## src/rtl/onehot_decoder_fifo.sv

```systemverilog
// Sequential index-to-one-hot decoder. Encoded indices are queued through
// a valid/ready FIFO. Each entry's one-hot (or all-zero) line is driven on
// y for its own hold count, and the next entry follows with no idle gap.
module onehot_decoder_fifo #(
  parameter int unsigned IDX_W  = 3,
  parameter int unsigned DEPTH  = 4,
  parameter int unsigned HOLD_W = 4,
  localparam int unsigned OUT_W = 1 << IDX_W,
  localparam int unsigned CNT_W = $clog2(DEPTH) + 1
) (
  input  logic              clk,
  input  logic              rst_n,
  input  logic              in_valid,
  output logic              in_ready,
  input  logic [IDX_W-1:0]  in_idx,
  input  logic              in_en,
  input  logic [HOLD_W-1:0] in_hold,
  output logic [OUT_W-1:0]  y,
  output logic              y_valid,
  output logic              busy,
  output logic [CNT_W-1:0]  count
);

  localparam int unsigned PTR_W = $clog2(DEPTH);
  localparam int unsigned ENT_W = IDX_W + 1 + HOLD_W;

  typedef enum logic [0:0] {StIdle, StHold} state_e;

  logic [ENT_W-1:0]  mem [DEPTH];
  logic [PTR_W-1:0]  wptr_q, rptr_q;
  logic [CNT_W-1:0]  count_q, count_d;
  state_e            state_q;
  logic [HOLD_W-1:0] hcnt_q;
  logic [OUT_W-1:0]  y_q;
  logic              y_valid_q;

  logic              push, pop;
  logic [ENT_W-1:0]  head;
  logic [IDX_W-1:0]  head_idx;
  logic              head_en;
  logic [HOLD_W-1:0] head_hold;
  logic [OUT_W-1:0]  y_load;
  logic [HOLD_W-1:0] hold_load;
  logic              load_slot;

  // Ready depends on occupancy only, so a same-cycle pop never frees a slot.
  assign in_ready = (count_q < CNT_W'(DEPTH));
  assign push     = in_valid && in_ready;

  // A new entry is loaded from IDLE, or on the last cycle of the current hold.
  assign load_slot = (state_q == StIdle) || (hcnt_q == HOLD_W'(1));
  assign pop       = (count_q != '0) && load_slot;

  assign head      = mem[rptr_q];
  assign head_idx  = head[ENT_W-1 -: IDX_W];
  assign head_en   = head[HOLD_W];
  assign head_hold = head[HOLD_W-1:0];
  assign y_load    = head_en ? (OUT_W'(1) << head_idx) : '0;
  assign hold_load = (head_hold == '0) ? HOLD_W'(1) : head_hold;

  assign y       = y_q;
  assign y_valid = y_valid_q;
  assign count   = count_q;
  assign busy    = (state_q == StHold) || (count_q != '0);

  // Occupancy next state from push/pop.
  always_comb begin
    count_d = count_q;
    unique case ({push, pop})
      2'b10:   count_d = count_q + CNT_W'(1);
      2'b01:   count_d = count_q - CNT_W'(1);
      default: count_d = count_q;
    endcase
  end

  // Entry storage; contents need no reset since count gates every read.
  always_ff @(posedge clk) begin
    if (push) begin
      mem[wptr_q] <= {in_idx, in_en, in_hold};
    end
  end

  // FIFO pointers and occupancy; pointers wrap naturally at DEPTH.
  always_ff @(posedge clk or negedge rst_n) begin
    if (!rst_n) begin
      wptr_q  <= '0;
      rptr_q  <= '0;
      count_q <= '0;
    end else begin
      if (push) wptr_q <= wptr_q + PTR_W'(1);
      if (pop)  rptr_q <= rptr_q + PTR_W'(1);
      count_q <= count_d;
    end
  end

  // Issue FSM with registered outputs: load head, count down hold, then idle.
  always_ff @(posedge clk or negedge rst_n) begin
    if (!rst_n) begin
      state_q   <= StIdle;
      hcnt_q    <= '0;
      y_q       <= '0;
      y_valid_q <= 1'b0;
    end else if (pop) begin
      state_q   <= StHold;
      hcnt_q    <= hold_load;
      y_q       <= y_load;
      y_valid_q <= 1'b1;
    end else if (state_q == StHold) begin
      if (hcnt_q == HOLD_W'(1)) begin
        state_q   <= StIdle;
        hcnt_q    <= '0;
        y_q       <= '0;
        y_valid_q <= 1'b0;
      end else begin
        hcnt_q <= hcnt_q - HOLD_W'(1);
      end
    end
  end

endmodule
```

## config.mk

```make
export PLATFORM = sky130hd
export DESIGN_NAME = onehot_decoder_fifo
export DESIGN_NICKNAME = d
export VERILOG_FILES = /design/src/rtl/onehot_decoder_fifo.sv
export SDC_FILE = /design/constraint.sdc
export NUM_CORES = 1
export LEC_CHECK = 0
export CAP_MARGIN = 20
export CORE_AREA = 8 8 65 80
export CTS_CLUSTER_DIAMETER = 100
export CTS_CLUSTER_SIZE = 8
export DETAILED_ROUTE_END_ITERATION = 6
export DIE_AREA = 0 0 73 88
export DONT_BUFFER_PORTS = 1
export GPL_ROUTABILITY_DRIVEN = 0
export GPL_TIMING_DRIVEN = 0
export PLACE_DENSITY = 0.72
export SLEW_MARGIN = 0
export SYNTH_ARGS = -nofsm -noshare
export SYNTH_HDL_FRONTEND = slang
export SYNTH_SLANG_ARGS = --single-unit
```

## constraint.sdc

```tcl
create_clock -name clk -period 2.3 [get_ports clk]
set_input_delay 0.23 -clock clk [delete_from_list [all_inputs] [get_ports clk]]
set_output_delay 0.23 -clock clk [all_outputs]
set_load 0.02 [all_outputs]
```

==> out/results.md <==
## Floorplan
* die outline width: 73 um
* Die Area: 6420 um2
* core outline area: 4000 um2
* initial cell density of the core: 0.569
* standard-cell row count: 26
* Top-Level Pins: 25
* die height: 88 um

## Synth
* biggest area consumer among synthesized cells: sky130_fd_sc_hd__edfxtp_1
* mux contribution to synthesized area: 0.0818
* dominant combinational cell family by area after synthesis: compound AO/OA/AOI/OAI gates
* number of nets produced by synthesis: 167
* flip-flop and latch count after synthesis: 53
* ranking of synthesized cells by area: sky130_fd_sc_hd__edfxtp_1 (42%), sky130_fd_sc_hd__dfrtp_1 (23%), sky130_fd_sc_hd__mux4_2 (4.9%), sky130_fd_sc_hd__ha_1 (3.8%), sky130_fd_sc_hd__mux4_1 (2.3%)
* post-synthesis xor/xnor area fraction: 0.0231
* fraction of synthesized cell area taken by the top area cell type: 0.422
* count of unique library cells instantiated by Yosys: 40
* Compound-Gate Fraction of Synth Area: 0.0917
* number of synthesized flops with an enable pin: 32
* dominant synthesized flop cell: sky130_fd_sc_hd__edfxtp_1
* post-synthesis simple-gate area fraction: 0.0719
* synthesized area per cell: 15.4 um2
* share of the yosys chip area belonging to registers: 0.652
* count leader, synth: sky130_fd_sc_hd__edfxtp_1
* post-synthesis adder-cell area fraction: 0.0472
* warnings from Yosys: 0
* combined area of all synthesized cells: 2280 um2
* post-synthesis async set-or-reset flop share: 0.396
* cell count after synthesis: 148
* top post-synthesis cells by count: sky130_fd_sc_hd__edfxtp_1 (32), sky130_fd_sc_hd__dfrtp_1 (21), sky130_fd_sc_hd__inv_1 (12)

## Clock network
* TritonCTS clock tree: yes
* number of CTS-inserted buffers: 5
* clock slew at reported path FFs: 90 ps
* Max Buffers Root-to-Sink: 2
* # H-tree levels: 2
* CTS sink cnt: 53
* insertion delay to the later sink of the worst-skew pair: 300 ps
* clk root buf: sky130_fd_sc_hd__clkbuf_8

## Finish
* final design instance area without fill: 2530 um2
* FILL cells: 310
* final-stage net count: 179
* P&R area growth vs syn: 11.3%
* fraction of final layout cells sized beyond drive strength 1: 0.193
* ANT cells: 0

## STA
* Final Hold Vio Count: 0
* minimum period implied by the final worst setup slack: 2180 ps
* Worst-Margin Slew: 947 ps
* worst-case clock skew: 4.99 ps
* Slew Limit Fails: 0
* Final setup violation count: 0
* final sum of negative setup slack: 0 ps
* worst rel slew slack: 0.366
* maximum clock frequency: 459 MHz
* post-route fraction of the period consumed by the critical path: 0.947
* unrepaired setup endpoints after global routing: false

## Setup path
* startpoint class of the critical path: register
* CP max stage delay: 420 ps
* worst flop-to-flop path endpoint: count[2]
* maximum net fanout on the critical path: 4
* critical register-to-register path startpoint: hcnt_q[1]
* Slowest-stage cell, CP: sky130_fd_sc_hd__dfrtp_1
* kind of critical path: register to register
* Critical Path Most Common Cell: sky130_fd_sc_hd__inv_2
* internal reg-to-reg setup slack: 120 ps
* worst-case reg-to-reg path depth: 11
* required time worst endpoint: 2530 ps
* element type at the critical path end: register
* critical path arrival: 2400 ps
* chain of cells forming the critical path: inv_2 -> ha_2 -> nor3b_4 -> o21ai_4 -> inv_2 -> ha_4 -> inv_1 -> fa_1 -> xor2_1 -> nor2_1 -> xnor2_1

## Global route
* via count of the first global-routing pass: 1330
* routing layer with the top usage in global route: met2
* met3 track demand over resource: 0.0344
* first-pass GRT wire length: 6420 um
* initial antenna violation count: 0
* global route total overflow: 0
* All-Layer GR Usage: 0.134
* largest net degree at the start of global routing: 22
* Global Route met1 Usage: 0.138
* met2 Resource Use GR: 0.240

## Detailed routing
* DR vias: 1222
* residual DRC count: 0
* detailed router's first-iteration violation count: 130
* first-pass detailed-route iteration total: 4
* antenna-violating nets left: 0
* Routed WL per cell: 18.1 um
* drt via density: 5.63
* final WL: 3920 um

## Power
* sum of internal, switching and leakage power: 3.38 mW
* worst supply voltage drop on vdd: 0.658 mV
* leakage power of the design: 0.962 nW
* Power Density: 1330 nW/um2

## Placement
* post-detailed-placement cell area: 2350 um2
* final HPWL from detailed placement: 2820 um
* count of input and output buffers: 0

## Hold path
* kind of path behind the tightest hold check: input port to register
* startpoint of the worst hold path: in_hold[3]
* Hold Path Cell Cnt: 0
* hold-critical path endpoint: mem[0][3]

## Status
* result of the run: finished, final reports clean

## Flow run
* reported max-cap violation count: 0

[cells in the final DEF, fill, tap and decap left out, types with 2 or more instances in the layout]
master | netlist | final
sky130_fd_sc_hd__a32o_1 | 4 | 4
sky130_fd_sc_hd__nor2b_1 | 2 | 2
sky130_fd_sc_hd__clkbuf_8 | 0 | 5
sky130_fd_sc_hd__o21ai_1 | 2 | 2
sky130_fd_sc_hd__o21ai_0 | 6 | 6
sky130_fd_sc_hd__nand2_1 | 11 | 11
sky130_fd_sc_hd__mux4_1 | 2 | 2
sky130_fd_sc_hd__xnor2_1 | 5 | 5
sky130_fd_sc_hd__dfrtp_1 | 21 | 21
sky130_fd_sc_hd__o2bb2ai_1 | 4 | 4
sky130_fd_sc_hd__clkbuf_1 | 2 | 2
sky130_fd_sc_hd__and2_1 | 4 | 4
sky130_fd_sc_hd__inv_1 | 12 | 11
sky130_fd_sc_hd__edfxtp_1 | 32 | 32
sky130_fd_sc_hd__nor2_1 | 2 | 2
sky130_fd_sc_hd__nand2b_1 | 2 | 2
sky130_fd_sc_hd__buf_4 | 0 | 4
sky130_fd_sc_hd__mux4_2 | 5 | 5
sky130_fd_sc_hd__ha_1 | 7 | 5
sky130_fd_sc_hd__a22oi_1 | 2 | 2
sky130_fd_sc_hd__nor3_1 | 2 | 2
sky130_fd_sc_hd__inv_2 | 1 | 2
[worst max-delay path by stage]
stage,from,to,cells past startpoint,slack [ps]
2_1_floorplan,hcnt_q[1],count[2],11,190
3_3_place_gp,hcnt_q[1],count[2],11,10
3_5_place_dp,hcnt_q[1],count[2],11,-100
4_1_cts,hcnt_q[1],count[2],11,10
5_1_grt,hcnt_q[1],count[2],11,20
6_report,hcnt_q[1],count[2],11,120
[area by class of cell]
type	instances	area [um2]	area share
buffer	4	23.8	0.00938
clock buffer	5	68.8	0.0271
clock inverter	3	43.8	0.0173
inverter	13	48.8	0.0192
multi-input combinational	78	753	0.297
sequential	53	1490	0.586
tap	56	70.1	0.0276
timing repair buffer	5	40.0	0.0158
[stage by stage]
stage	worst slack [ps]	hold WS [ps]	std cells	utilization
after global routing	16.1	2.56	217	0.634
final	123	22.2	217	0.634
after global placement	13.2	-64.6	204	0.587
after CTS	14.0	10.4	213	0.619
after floorplan	189	-65.6	148	-
after detailed placement	-100	-64.8	204	0.587
[registers in the layout, indices dropped and copies added (netlist names)]
signal	cells
y	8
rptr_q	2
hcnt_q	4
y_valid	1
state_q	1
wptr_q	2
mem	32
count	3
[worst max-delay path: cells and delay by family (launching register included)]
family | cells | cell delay (ps)
adders and majority gates | 3 | 680
DFF | 1 | 420
and+or+nand+nor | 2 | 390
xor gates and xnor gates | 2 | 270
buffers and inverters | 3 | 240
AOI/OAI and AO/OA | 1 | 100
[cells by family (layout without fill, tap and decap cells)]
kind of cell    after synthesis  in the layout
flops                        53             53
simple gates                 30             30
mux                           9              9
buf+inv                      17             30
fa+ha+maj                     8              8
compound gates               25             25
xor+xnor                      6              6
[report_power, final]
part | switching, mW | internal, mW | total (mW)
Combinational | 0.618 | 0.535 | 1.15
Clock | 0.293 | 0.326 | 0.619
Sequential | 0.329 | 1.27 | 1.60
Total | 1.24 | 2.14 | 3.38
[routing by layer]
layer / up-vias / share of wire
met3: 4 / 0.044
li1: 568 / -
met4: 0 / 0.014
met1: 626 / 0.39
met2: 24 / 0.56
met5: - / 0
[timing repair]
action                                 in CTS  in global routing
setup endpoints to repair                   1                  2
endpoints found under the hold margin      21                  0
setup buffers                               0                  4
hold buffers                                1                  0
pin swaps                                   0                  2
resized for setup                           1                  6
Power figures use the tool's default switching activity.
